File: config.mk
export PLATFORM = sky130hd
export DESIGN_NAME = dmem_arbiter_flat
export DESIGN_NICKNAME = d
export VERILOG_FILES = /design/src/rtl/dmem_arbiter_if.sv /design/src/rtl/dmem_arbiter.sv /design/src/flat_wrapper.sv
export SDC_FILE = /design/constraint.sdc
export NUM_CORES = 1
export LEC_CHECK = 0
export BUFFER_PORTS_ARGS = -buffer_cell sky130_fd_sc_hd__buf_2
export CAP_MARGIN = 40
export CORE_UTILIZATION = 41
export DETAILED_ROUTE_END_ITERATION = 8
export GPL_TIMING_DRIVEN = 0
export HOLD_SLACK_MARGIN = 0.03
export PLACE_DENSITY = 0.76
export SYNTH_ARGS = -nofsm -noshare
export SYNTH_HDL_FRONTEND = slang
export SYNTH_SLANG_ARGS = --single-unit
File: constraint.sdc
create_clock -name clk -period 1.9 [get_ports clk]
set_clock_uncertainty 0.2 [all_clocks]
set_input_delay 0.38 -clock clk [delete_from_list [all_inputs] [get_ports clk]]
set_output_delay 0.38 -clock clk [all_outputs]
set_load 0.02 [all_outputs]
File: src/rtl/dmem_arbiter_if.sv
// Bundles the two requester ports and the memory-side bus of the data-memory
// arbiter. The slave modport is the arbiter's view. The master modport is the
// view seen by the surrounding requesters and the memory.
`timescale 1ns/1ps
interface dmem_arbiter_if;
    // port 0: CPU load/store
    logic        req0;
    logic        we0;
    logic [31:0] addr0;
    logic [31:0] wdata0;
    logic        ack0;
    logic [31:0] rdata0;
    logic        err0;
    // port 1: debug / program loader
    logic        req1;
    logic        we1;
    logic [31:0] addr1;
    logic [31:0] wdata1;
    logic        ack1;
    logic [31:0] rdata1;
    logic        err1;
    // single-port memory
    logic        mem_we;
    logic [31:0] mem_addr;
    logic [31:0] mem_din;
    logic [31:0] mem_dout;
    // status
    logic        busy;

    modport slave (
        input  req0, we0, addr0, wdata0,
        input  req1, we1, addr1, wdata1,
        input  mem_dout,
        output ack0, rdata0, err0,
        output ack1, rdata1, err1,
        output mem_we, mem_addr, mem_din,
        output busy
    );

    modport master (
        output req0, we0, addr0, wdata0,
        output req1, we1, addr1, wdata1,
        output mem_dout,
        input  ack0, rdata0, err0,
        input  ack1, rdata1, err1,
        input  mem_we, mem_addr, mem_din,
        input  busy
    );
endinterface

File: src/rtl/dmem_arbiter.sv
// Two-port arbiter in front of a single-port byte-addressed data memory.
// Each transaction takes three cycles: IDLE (arbitrate and latch the command),
// ACCESS (drive memory for one cycle), and RESP (one-cycle ack with the result).
// An access that is out of range or misaligned is flagged as an error and never
// writes memory.
`timescale 1ns/1ps
module dmem_arbiter #(
    parameter int unsigned MEM_BYTES   = 64,
    parameter bit          ALIGN_CHECK = 1'b1,
    parameter bit          FIXED_PRIO  = 1'b0
) (
    input  logic         clk,
    input  logic         rst_n,
    dmem_arbiter_if.slave bus
);

    // Highest legal word start address. The compare against it is unsigned 32-bit.
    localparam logic [31:0] LAST_WORD_ADDR = 32'(MEM_BYTES - 4);

    typedef enum logic [1:0] {
        IDLE   = 2'd0,
        ACCESS = 2'd1,
        RESP   = 2'd2
    } state_t;

    state_t      state_reg;
    logic        id_reg;          // port that owns the transaction in flight
    logic        err_reg;         // the latched command is illegal
    logic        last_grant_reg;  // most recent winner, used for round-robin
    logic [1:0]  ack_reg;
    logic [1:0]  err_out_reg;
    logic [31:0] rdata_out_reg [2];
    logic        mem_we_reg;
    logic [31:0] mem_addr_reg;    // also acts as the latched command address
    logic [31:0] mem_din_reg;     // also acts as the latched command write data
    logic        busy_reg;

    // Per-port views of the request inputs, indexed by port number.
    logic [1:0]  req_vec;
    logic [1:0]  we_vec;
    logic [31:0] addr_vec  [2];
    logic [31:0] wdata_vec [2];

    assign req_vec      = {bus.req1, bus.req0};
    assign we_vec       = {bus.we1, bus.we0};
    assign addr_vec[0]  = bus.addr0;
    assign addr_vec[1]  = bus.addr1;
    assign wdata_vec[0] = bus.wdata0;
    assign wdata_vec[1] = bus.wdata1;

    logic        win_next;
    logic        win_we_next;
    logic [31:0] win_addr_next;
    logic [31:0] win_wdata_next;
    logic        win_err_next;

    // Choose the winner among the current requests and classify its address.
    always_comb begin
        win_next = req_vec[1];
        if (&req_vec) begin
            // On a tie, either port 0 always wins or the port that was not
            // granted last time wins.
            win_next = FIXED_PRIO ? 1'b0 : ~last_grant_reg;
        end
        win_we_next    = we_vec[win_next];
        win_addr_next  = addr_vec[win_next];
        win_wdata_next = wdata_vec[win_next];
        win_err_next   = (win_addr_next > LAST_WORD_ADDR) ||
                         (ALIGN_CHECK && (win_addr_next[1:0] != 2'b00));
    end

    // Transaction sequencer. All outputs are registered.
    always_ff @(posedge clk or negedge rst_n) begin
        if (!rst_n) begin
            state_reg        <= IDLE;
            id_reg           <= 1'b0;
            err_reg          <= 1'b0;
            last_grant_reg   <= 1'b1;
            ack_reg          <= 2'b00;
            err_out_reg      <= 2'b00;
            rdata_out_reg[0] <= 32'h0;
            rdata_out_reg[1] <= 32'h0;
            mem_we_reg       <= 1'b0;
            mem_addr_reg     <= 32'h0;
            mem_din_reg      <= 32'h0;
            busy_reg         <= 1'b0;
        end else begin
            case (state_reg)
                IDLE: begin
                    if (|req_vec) begin
                        id_reg         <= win_next;
                        err_reg        <= win_err_next;
                        last_grant_reg <= win_next;
                        mem_addr_reg   <= win_addr_next;
                        mem_din_reg    <= win_wdata_next;
                        mem_we_reg     <= win_we_next & ~win_err_next;
                        busy_reg       <= 1'b1;
                        state_reg      <= ACCESS;
                    end
                end
                ACCESS: begin
                    // The write commits on this edge. The read data is captured
                    // for writes as well, and an error forces it to zero.
                    mem_we_reg             <= 1'b0;
                    ack_reg[id_reg]        <= 1'b1;
                    err_out_reg[id_reg]    <= err_reg;
                    rdata_out_reg[id_reg]  <= err_reg ? 32'h0 : bus.mem_dout;
                    state_reg              <= RESP;
                end
                RESP: begin
                    ack_reg          <= 2'b00;
                    err_out_reg      <= 2'b00;
                    rdata_out_reg[0] <= 32'h0;
                    rdata_out_reg[1] <= 32'h0;
                    busy_reg         <= 1'b0;
                    state_reg        <= IDLE;
                end
                default: begin
                    state_reg <= IDLE;
                end
            endcase
        end
    end

    assign bus.ack0     = ack_reg[0];
    assign bus.ack1     = ack_reg[1];
    assign bus.err0     = err_out_reg[0];
    assign bus.err1     = err_out_reg[1];
    assign bus.rdata0   = rdata_out_reg[0];
    assign bus.rdata1   = rdata_out_reg[1];
    assign bus.mem_we   = mem_we_reg;
    assign bus.mem_addr = mem_addr_reg;
    assign bus.mem_din  = mem_din_reg;
    assign bus.busy     = busy_reg;

endmodule

File: src/flat_wrapper.sv
// flat-port wrapper written by rule: the top's interface ports become plain ports
module dmem_arbiter_flat 
#(
    parameter int unsigned MEM_BYTES   = 64,
    parameter bit          ALIGN_CHECK = 1'b1,
    parameter bit          FIXED_PRIO  = 1'b0
)
  (clk, rst_n, bus_req0, bus_we0, bus_addr0, bus_wdata0, bus_req1, bus_we1, bus_addr1, bus_wdata1, bus_mem_dout, bus_ack0, bus_rdata0, bus_err0, bus_ack1, bus_rdata1, bus_err1, bus_mem_we, bus_mem_addr, bus_mem_din, bus_busy);
  dmem_arbiter_if bus_i ();
  input  logic clk;
  input  logic rst_n;
  input wire logic [$bits(bus_i.req0)-1:0] bus_req0;
  input wire logic [$bits(bus_i.we0)-1:0] bus_we0;
  input wire logic [$bits(bus_i.addr0)-1:0] bus_addr0;
  input wire logic [$bits(bus_i.wdata0)-1:0] bus_wdata0;
  input wire logic [$bits(bus_i.req1)-1:0] bus_req1;
  input wire logic [$bits(bus_i.we1)-1:0] bus_we1;
  input wire logic [$bits(bus_i.addr1)-1:0] bus_addr1;
  input wire logic [$bits(bus_i.wdata1)-1:0] bus_wdata1;
  input wire logic [$bits(bus_i.mem_dout)-1:0] bus_mem_dout;
  output wire logic [$bits(bus_i.ack0)-1:0] bus_ack0;
  output wire logic [$bits(bus_i.rdata0)-1:0] bus_rdata0;
  output wire logic [$bits(bus_i.err0)-1:0] bus_err0;
  output wire logic [$bits(bus_i.ack1)-1:0] bus_ack1;
  output wire logic [$bits(bus_i.rdata1)-1:0] bus_rdata1;
  output wire logic [$bits(bus_i.err1)-1:0] bus_err1;
  output wire logic [$bits(bus_i.mem_we)-1:0] bus_mem_we;
  output wire logic [$bits(bus_i.mem_addr)-1:0] bus_mem_addr;
  output wire logic [$bits(bus_i.mem_din)-1:0] bus_mem_din;
  output wire logic [$bits(bus_i.busy)-1:0] bus_busy;
  assign bus_i.req0 = bus_req0;
  assign bus_i.we0 = bus_we0;
  assign bus_i.addr0 = bus_addr0;
  assign bus_i.wdata0 = bus_wdata0;
  assign bus_i.req1 = bus_req1;
  assign bus_i.we1 = bus_we1;
  assign bus_i.addr1 = bus_addr1;
  assign bus_i.wdata1 = bus_wdata1;
  assign bus_i.mem_dout = bus_mem_dout;
  assign bus_ack0 = bus_i.ack0;
  assign bus_rdata0 = bus_i.rdata0;
  assign bus_err0 = bus_i.err0;
  assign bus_ack1 = bus_i.ack1;
  assign bus_rdata1 = bus_i.rdata1;
  assign bus_err1 = bus_i.err1;
  assign bus_mem_we = bus_i.mem_we;
  assign bus_mem_addr = bus_i.mem_addr;
  assign bus_mem_din = bus_i.mem_din;
  assign bus_busy = bus_i.busy;
  dmem_arbiter #(.MEM_BYTES(MEM_BYTES), .ALIGN_CHECK(ALIGN_CHECK), .FIXED_PRIO(FIXED_PRIO)) u_core (.clk(clk), .rst_n(rst_n), .bus(bus_i));
endmodule
==> out/results.tsv, run 1 <==
stage	metric	value	unit
run_status	status	complete, no violations	
synth	synth_cells	574	
drt	drc	0	
pwr	p_per_area	1350	nW/um^2
synth	synth_area_leaders	dfrtp_1 (59%), a22o_1 (9.6%), nand2_1 (8.7%), a31oi_1 (7.2%), nor2_1 (4.5%)	
pwr	total_leakage_power	4.96	nW
drt	postRouteAntennaNets	0	
die	row_count	43	
sta	fmax	529	MHz
synth	synth-simple-area-share	0.162	
sta	final.period_utilization	0.995	
setup_path	critPathMaxFanout	5	
die	start_util	0.421	
synth	synth_mux_area_frac	0.00578	
setup_path	slowest_stage	dfrtp_2	
synth	avgSynthCellArea	10.2	um^2
drt	drt-total-wl	22.4	mm
final_layout	layout-area-overhead-vs-synth	68.3	%
sta	rsz0062_at_grt	true	
pwr	power	13.3	mW
synth	synth_top_family_by_area	compound AO/OA/AOI/OAI gates	
place	place_inst	1054	
synth	yosysTopAreaCell	dfrtp_1	
synth	synth_top_cell_area_share	0.591	
place	place_area	7600	um^2
drt	drt_iter0_drc	500	
place	hpwl	13.8	mm
sta	finalHoldViolations	0	
clocking	clk_latency	0.42	ns
die	dieArea	14700	um^2
setup_path	crit_family	compound AO/OA/AOI/OAI gates	
clocking	cts-htree-levels	4	
pwr	ir_worst_vdd	0.900	mV
setup_path	crit_type	reg -> reg	
drt	routed_via_density	5.51	
flow_run	drv_cap	0	
place	gp_congestion	0.875	
setup_path	crit_path_start_kind	flop	
sta	period_minus_slack	1.89	ns
die	fp.dieW	121	um
synth	synth-main-ff-cell	dfrtp_1	
synth	synth_nets	744	
final_layout	layout.cells.most_common	buf_2	
sta	max-slew-margin-rel	0.612	
setup_path	crit_path_frequent_cell	a31oi_1	
synth	synth-xor-area-share	0	
final_layout	fin_cells	1225	
synth	synth.distinct_cells	33	
final_layout	mostFrequentLayoutCells	buf_2 (309), dfrtp_1 (137), nand2_1 (135)	
global_routing	grtUsageTotal	0.305	
global_routing	antenna_found_initial	2	
clocking	path_clk_slew	0.06	ns
global_routing	grt_max_degree	81	
setup_path	crit_buf_inv	2	
final_layout	nets	1199	
die	core	13900	um^2
synth	synthArstFlopShare	1.00	
drt	vias	6748	
final_layout	fin_area	9840	um^2
synth	netlist_area	5850	um^2
place	portBuffers	299	
clocking	cts_tree	done	
clocking	cts_sinks	139	
synth	ys_ff_latch	139	
drt	wire_per_inst	18.3	um
sta	hold_slack	0.0349	ns
setup_path	worstPathArrival	2.02	ns
synth	synth-compound-area-share	0.191	
setup_path	crit_chain	inv_2, ha_4, buf_4, o21ai_0, nand2_1, a31oi_1, a31oi_1, a211oi_2	
sta	maxSlewViolCount	0	
global_routing	grt_pass1_vias	6795	
synth	seq_area_frac_synth	0.595	
final_layout	layout-drive-gt1-share	0.392	
sta	tightest_slew	0.582	ns
clocking	clockRootBuffer	clkbuf_16	
setup_path	end_kind	flop	
clocking	cts_buffers	17	
sta	finalSetupViolCount	0	
die	die_y	121	um
global_routing	grt_pass1_wl	34.2	mm
synth	synth_fa_ha_area_frac	0.00856	
die	pin_count	300	
synth	ys.warnings.count	0	
synth	synth_edf_count	0	
global_routing	grt_remaining_overflow	0	
hold_path	hold_path_class	in -> reg	
clocking	clockBufferDepth	2	
drt	drtPass1Iterations	5	
final_layout	utilization	0.709	
setup_path	max_stage_delay	0.41	ns
setup_path	cp_data_required_time	2.03	ns
==> path summary, 6_finish.rpt <==
kind | startpoint | end | slack, ns | cells after the start
max | u_core.state_reg[1] | u_core.bus.mem_we | 0.009 | 8
max reg2reg | u_core.state_reg[1] | u_core.bus.mem_we | 0.009 | 8
min | bus_mem_dout[30] | u_core.bus.rdata1[30] | 0.03 | 2
max in group asynchronous | rst_n | u_core.bus.mem_din[29] | 0.41 | 3
min reg2reg | u_core.bus.rdata0[28] | u_core.bus.rdata0[28] | 0.30 | 1
min in group asynchronous | rst_n | u_core.bus.rdata1[0] | 0.30 | 2
==> logic make-up after synthesis <==
| kind of cell | after synthesis |
|---|---|
| simple gates | 228 |
| compound gates | 151 |
| flops | 139 |
| buf+inv | 49 |
| fa+ha+maj | 4 |
| mux | 3 |
==> per-layer routing <==
metal | part of all wire | GRT usage | vias up
li1 | - | - | 2966
met1 | 0.37 | 0.341 | 3199
met2 | 0.50 | 0.518 | 473
met3 | 0.086 | 0.0752 | 110
met4 | 0.049 | 0.190 | 0
met5 | 0 | 0 | -
==> metrics by stage <==
step | setup WS (ns) | TNS, ns
finish | 0.00917 | 0
global route | -0.104 | -0.156
detailed placement | -0.381 | -29.37
global placement | -1.69 | -257.71
floorplan | 0.0732 | 0
CTS | 0.00529 | 0
==> repair_timing <==
item,in CTS,in global routing
pin swaps,6,9
buffers inserted,8,0
hold endpoints to repair,173,0
setup endpoints to repair,132,91
hold buffers,133,0
resized for setup,40,35
cloned,1,0
==> worst register-to-register path, stage by stage (launching register included) <==
cell and delay (ns):
dfrtp_2 0.41, inv_2 0.07, ha_4 0.16, buf_4 0.14
o21ai_0 0.18, nand2_1 0.17, a31oi_1 0.18, a31oi_1 0.07
a211oi_2 0.22
==> report_power, final <==
part | switching (mW) | leakage [nW] | internal (mW) | total (mW)
sequential | 0.491 | 1.73 | 3.77 | 4.26
clock | 1.31 | 0.299 | 2.23 | 3.54
combinational | 3.48 | 2.93 | 1.98 | 5.46
==> cells in the mapped netlist, types with 2 or more instances <==
| cell | number |
|---|---|
| buf_1 | 3 |
| nor2_1 | 70 |
| a21oi_1 | 8 |
| clkbuf_1 | 13 |
| a31oi_1 | 67 |
| buf_2 | 28 |
| ha_1 | 4 |
| o22ai_1 | 2 |
| o21ai_1 | 2 |
| nand3_1 | 2 |
| nand2_1 | 136 |
| inv_1 | 5 |
| or4_1 | 2 |
| dfrtp_1 | 138 |
| mux2_2 | 3 |
| o21ai_0 | 2 |
| nor4_1 | 10 |
| a22o_1 | 64 |
==> cell type report <==
type                    count  area (um^2)
fillers                   961         4040
flip-flops and latches    139         3480
repair buffers            437         2920
multi-input cells         386         2260
clock buffers              18          439
plain buffers              43          289
well taps                 180          225
clock inverters            14          195
inverters                   5         18.8
diodes                      3         7.51
Power figures use the tool's default switching activity.
==> run 2, diff against run 1 <==
- PLACE_DENSITY: 0.76 -> not set
- PLACE_DENSITY_LB_ADDON: not set -> 0.1
==> run 2 against run 1 <==
First-iteration DRC count down 14%. Combinational power down 2%. Register-to-register slack better by 0.08 ns. Flip-flop and latch count unchanged. Die area unchanged. Clock-buffer cell count up 2. Final area down 0.19%. Sequential share of layout area up 0.055 points. Via count down 3.6%. Utilization down 0.14 points. Routed wire length down 6.6%. Critical path depth down 2. Highest routed layer unchanged.
==> out/results.tsv, run 2 (same netlist as run 1, synthesis figures left out) <==
stage	metric	value	unit	change
setup_path	crit_type	in -> reg		was reg -> reg
run_status	status	complete, no violations		unchanged
final_layout	fin_cells	1234		was 1225
final_layout	mostFrequentLayoutCells	buf_2 (314), dfrtp_1 (138), dlygate4sd3_1 (137)		was buf_2 (309), dfrtp_1 (137), nand2_1 (135)
sta	maxSlewViolCount	0		unchanged
die	start_util	0.421		unchanged
place	place_inst	1054		unchanged
setup_path	startpoint	bus_addr1[12]		was u_core.state_reg[1]
drt	postRouteAntennaNets	0		unchanged
sta	final.period_utilization	0.967		was 0.995
hold_path	hold_start	bus_addr0[1]		was bus_mem_dout[30]
global_routing	grt_pass1_wl	33.1	mm	was 34.2 mm
final_layout	utilization	0.708		was 0.709
sta	tightest_slew	0.635	ns	was 0.582 ns
setup_path	timing.rr.start	u_core.state_reg[0]		was u_core.state_reg[1]
die	fp.dieW	121	um	unchanged
global_routing	grt_pass1_vias	6736		was 6795
setup_path	critPathMaxFanout	3		was 5
die	pin_count	300		unchanged
drt	drtPass1Iterations	5		unchanged
drt	vias	6506		was 6748
place	hpwl	13.5	mm	was 13.8 mm
clocking	clockRootBuffer	clkbuf_16		unchanged
setup_path	worstPathArrival	1.94	ns	was 2.02 ns
global_routing	grt_max_degree	75		was 81
clocking	cts_buffers	17		unchanged
pwr	p_per_area	1300	nW/um^2	was 1350 nW/um^2
place	gp_congestion	0.900		was 0.875
sta	worst_slack	0.0628	ns	was 0.00917 ns
drt	drc	0		unchanged
hold_path	hold_path_class	in -> reg		unchanged
global_routing	antenna_found_initial	0		was 2
sta	finalHoldViolations	0		unchanged
clocking	cts_tree	done		unchanged
pwr	total_leakage_power	4.97	nW	was 4.96 nW
final_layout	layout-area-overhead-vs-synth	68.0	%	was 68.3%
die	row_count	43		unchanged
place	post-place-ws	-0.388	ns	was -0.381 ns
place	portBuffers	299		unchanged
die	core	13900	um^2	unchanged
clocking	cts_sinks	139		unchanged
sta	period_minus_slack	1.84	ns	was 1.89 ns
global_routing	grt_remaining_overflow	0		unchanged
clocking	path_clk_slew	0.06	ns	about the same
sta	finalSetupViolCount	0		unchanged
drt	routed_via_density	5.27		was 5.51
drt	wire_per_inst	17.0	um	was 18.3 um
final_layout	layout-drive-gt1-share	0.393		was 0.392
setup_path	end_kind	flop		unchanged
clocking	cts-htree-levels	4		unchanged
final_layout	nets	1211		was 1199
final_layout	layout.cells.most_common	buf_2		unchanged
setup_path	cp_data_required_time	2.00	ns	was 2.03 ns
drt	drt-total-wl	21.0	mm	was 22.4 mm
clocking	clk_latency	0.42	ns	about the same
sta	fmax	544	MHz	was 529 MHz
flow_run	drv_cap	0		unchanged
final_layout	fin_area	9820	um^2	was 9840 um^2
sta	max-slew-margin-rel	0.577		was 0.612
clocking	clockBufferDepth	2		unchanged
die	dieArea	14700	um^2	unchanged
final_layout	n_antenna_cell	0		was 3
die	die_y	121	um	unchanged
pwr	ir_worst_vdd	0.791	mV	was 0.900 mV
setup_path	crit_path_start_kind	input pin		was flop
drt	drt_iter0_drc	431		was 500
place	place_area	7600	um^2	unchanged
final_layout	fill_cells	1038		was 961
global_routing	grtUsageTotal	0.289		was 0.305
run 2: changes by cell type in the layout (fill, tap and decap cells not counted), sizes merged:
cell,delta
inv,+3
clkinvlp,-1
clkinv,-1
dlymetal6s4s,-2
dlygate4sd3,+7
bufinv,-3
clkbuf,+4
buf,+5
diode,-3
run 2: per-layer routing:
metal	vias to the layer above	wire length, um	GRT usage
met4	0	862	0.161
met1	3104	8340	0.340
met2	354	10100	0.477
met3	75	1620	0.0752
met5	-	0	0
li1	2973	-	-
run 2: power by group:
part | leakage, nW | switching (mW) | internal, mW
combinational | 2.96 | 3.40 | 1.97
sequential | 1.73 | 0.439 | 3.77
clock | 0.280 | 1.30 | 1.92
total | 4.97 | 5.14 | 7.65
run 2: worst max-delay path: stages:
cell and delay (ns):
dlygate4sd3_1 0.53, buf_2 0.13, nor4_2 0.34, and4_4 0.30, a21oi_1 0.07, o22a_1 0.18
run 2: final timing paths:
check                                              end  slack [ns]  depth (start not counted)
worst max-delay path                    u_core.err_reg        0.06                          6
worst min-delay path            u_core.bus.mem_addr[1]        0.04                          3
worst max register to register    u_core.bus.rdata0[8]        0.09                          5
worst min register to register   u_core.bus.rdata1[12]        0.30                          1
max in group asynchronous              u_core.bus.busy        0.39                          3
min in group asynchronous         u_core.bus.rdata1[1]        0.33                          2
run 2: layout make-up:
cell class,instances,area (um^2),area share
tap,180,225,0.0229
buffer,43,267,0.0271
inverter,5,18.8,0.00191
sequential,139,3480,0.354
timing repair buffer,449,3000,0.306
clock inverter,12,111,0.0113
multi-input combinational,386,2250,0.229
clock buffer,20,467,0.0475
run 2: through the flow:
step / setup TNS (ns) / total power [mW] / hold slack (ns)
6_report: 0 / 12.8 / 0.0421
3_3_place_gp: -255.44 / 8.83 / 0.277
4_1_cts: 0 / 12.7 / 0.0302
3_5_place_dp: -30.67 / 8.96 / 0.225
5_1_grt: -0.0724 / 13.5 / 0.0365
2_1_floorplan: 0 / 7.15 / -0.116
run 2: repair_timing:
item	in CTS	in global routing
gates resized for setup	33	32
setup endpoints to repair	131	108
endpoints found under the hold margin	184	0
hold buffers	138	0
pin swaps	4	8
gates cloned	1	0
setup buffers	9	2
==> run 3, diff against run 2 <==
- CAP_MARGIN: 40 -> 15
- GPL_TIMING_DRIVEN: 0 -> not set
- SETUP_SLACK_MARGIN: not set -> 0.1
==> run 3 against run 2 <==
Clock-buffer cell count increased by 1. Clock power increased by 10%. Die area unchanged. Final cell count decreased by 1.9%. Power increased by 1.4%. Sequential share of layout area decreased by 0.11 points. Largest cell class unchanged. Largest power group unchanged.
==> out/results.tsv, run 3 (same netlist as run 1, synthesis figures left out) <==
stage	metric	value	unit	change
final_layout	fin_cells	1211		was 1234
global_routing	antenna_found_initial	2		was 0
pwr	combPwrFrac	0.400		was 0.420
global_routing	grt_pass1_vias	6376		was 6736
final_layout	mostFrequentLayoutCells	buf_2 (298), dlygate4sd3_1 (141), dfrtp_1 (138)		was buf_2 (314), dfrtp_1 (138), dlygate4sd3_1 (137)
drt	wire_per_inst	16.4	um	was 17.0 um
setup_path	max_stage_delay	0.53	ns	about the same
die	pin_count	300		unchanged
die	core	13900	um^2	unchanged
clocking	clk_latency	0.41	ns	was 0.42 ns
die	fp.dieW	121	um	unchanged
sta	tightest_slew	0.414	ns	was 0.635 ns
setup_path	crit_buf_inv	2		unchanged
place	portBuffers	299		unchanged
global_routing	grt_pass1_wl	31.6	mm	was 33.1 mm
die	die_y	121	um	unchanged
place	gp_congestion	0.828		was 0.900
global_routing	grt_max_degree	81		was 75
clocking	cts_buffers	17		unchanged
place	place_inst	1034		was 1054
drt	routed_via_density	5.25		was 5.27
sta	rsz0062_at_grt	true		
sta	period_minus_slack	1.79	ns	was 1.84 ns
drt	postRouteAntennaNets	0		unchanged
setup_path	end_kind	flop		unchanged
clocking	clockBufferDepth	2		unchanged
hold_path	hold_path_class	in -> reg		unchanged
die	dieArea	14700	um^2	unchanged
sta	max-slew-margin-rel	0.722		was 0.577
run_status	status	complete, no violations		unchanged
sta	finalSetupViolCount	0		unchanged
final_layout	layout-area-overhead-vs-synth	68.5	%	was 68.0%
final_layout	n_antenna_cell	0		unchanged
pwr	p_sw	4.94	mW	was 5.14 mW
final_layout	multi_input_area	2250	um^2	about the same
setup_path	crit_chain	dlygate4sd3_1, buf_2, nor4_1, and4_4, a21oi_1, o22a_1		was dlygate4sd3_1, buf_2, nor4_2, and4_4, a21oi_1, o22a_1
final_layout	nets	1188		was 1211
die	row_count	43		unchanged
sta	fmax	559	MHz	was 544 MHz
clocking	cts-htree-levels	4		unchanged
setup_path	r2r_slack	0.17	ns	was 0.09 ns
drt	drc	0		unchanged
setup_path	crit_type	in -> reg		unchanged
sta	maxSlewViolCount	0		unchanged
pwr	p_per_area	1320	nW/um^2	was 1300 nW/um^2
drt	drt_iter0_drc	362		was 431
drt	vias	6358		was 6506
sta	setup_tns	0	ns	unchanged
clocking	cts_tree	done		unchanged
clocking	cts_sinks	139		unchanged
pwr	total_leakage_power	4.93	nW	was 4.97 nW
die	start_util	0.421		unchanged
final_layout	layout-drive-gt1-share	0.373		was 0.393
drt	drtPass1Iterations	5		unchanged
pwr	seq_power_share	0.326		was 0.329
final_layout	seq_area	3480	um^2	unchanged
place	hpwl	12.6	mm	was 13.5 mm
setup_path	crit_path_start_kind	input pin		unchanged
pwr	ir_worst_vdd	0.678	mV	was 0.791 mV
sta	finalHoldViolations	0		unchanged
clocking	clockRootBuffer	clkbuf_16		unchanged
drt	drt-total-wl	19.9	mm	was 21.0 mm
setup_path	cp_data_required_time	2.00	ns	about the same
setup_path	worstPathArrival	1.89	ns	was 1.94 ns
pwr	clkPwrFrac	0.274		was 0.252
pwr	p_sw_frac	0.381		was 0.402
final_layout	layout.cells.most_common	buf_2		unchanged
setup_path	slowest_stage	dlygate4sd3_1		unchanged
flow_run	drv_cap	0		unchanged
setup_path	crit_family	buffers and inverters		unchanged
clocking	path_clk_slew	0.06	ns	about the same
final_layout	fill_cells	1029		was 1038
setup_path	critPathMaxFanout	3		unchanged
pwr	p_int	8.03	mW	was 7.65 mW
pwr	power	13.0	mW	was 12.8 mW
sta	final.period_utilization	0.942		was 0.967
global_routing	grtUsageTotal	0.275		was 0.289
global_routing	grt_remaining_overflow	0		unchanged
==> run 3: changes by cell type in the layout (fill, tap and decap cells not counted), sizes merged <==
cell	before	now
buf	338	327
bufbuf	0	1
bufinv	1	4
clkbuf	36	21
dlygate4sd3	137	141
dlymetal6s4s	1	0
inv	9	5
==> run 3: power by group through the flow <==
stage,combinational [mW],sequential (mW),clock [mW]
global route,5.63,4.33,3.73
global placement,4.76,4.23,0
detailed placement,4.85,4.26,0
floorplan,2.04,5.11,0
CTS,5.12,4.22,3.60
finish,5.19,4.23,3.55
==> run 3: area by class of cell <==
cell class | count | area share
Multi-Input combinational cell | 386 | 0.228
Inverter | 5 | 0.00190
Clock buffer | 21 | 0.0477
Clock inverter | 11 | 0.0169
Sequential cell | 139 | 0.353
Tap cell | 180 | 0.0229
Timing Repair Buffer | 469 | 0.329
==> run 3: path summary, 6_finish.rpt <==
check / start / to / cells past startpoint
worst max-delay path: bus_addr1[28] / u_core.err_reg / 6
worst min-delay path: bus_addr0[24] / u_core.bus.mem_addr[24] / 3
worst max register to register: u_core.state_reg[0] / u_core.bus.rdata0[8] / 6
worst min register to register: u_core.bus.rdata0[28] / u_core.bus.rdata0[28] / 1
max in group asynchronous: rst_n / u_core.last_grant_reg / 3
min in group asynchronous: rst_n / u_core.bus.rdata1[2] / 2
==> run 3: per-stage QoR <==
step	instance area [um^2]	hold WS [ns]	utilization	worst slack, ns
after global routing	9850	0.0399	0.710	0.0591
after floorplan	5860	-0.116	-	0.0890
after CTS	9800	0.0304	0.706	0.100
final	9850	0.0467	0.710	0.111
after global placement	7690	0.101	0.554	-0.0389
after detailed placement	7690	0.105	0.554	-0.0715
==> run 3: timing repair <==
action	in CTS	in global routing
hold endpoints to repair	192	0
pin swaps	0	3
hold buffers	141	0
buffers inserted	1	2
resized for setup	7	9
setup endpoints to repair	50	93
gates cloned	1	0
==> run 3: routing by layer <==
metal  routed length, um  track usage  vias up
li1                    -            -     2928
met1                7880        0.336     3039
met2                9740        0.443      328
met3                1630       0.0785       61
met4                 623        0.141        2
met5                  13            0        -
==> run 3: tightest hold or removal path, delay by kind of cell <==
family,cells,cell delay [ns]
buf+inv,1,0.11
simple gates,1,0.05
compound gates,1,0.08
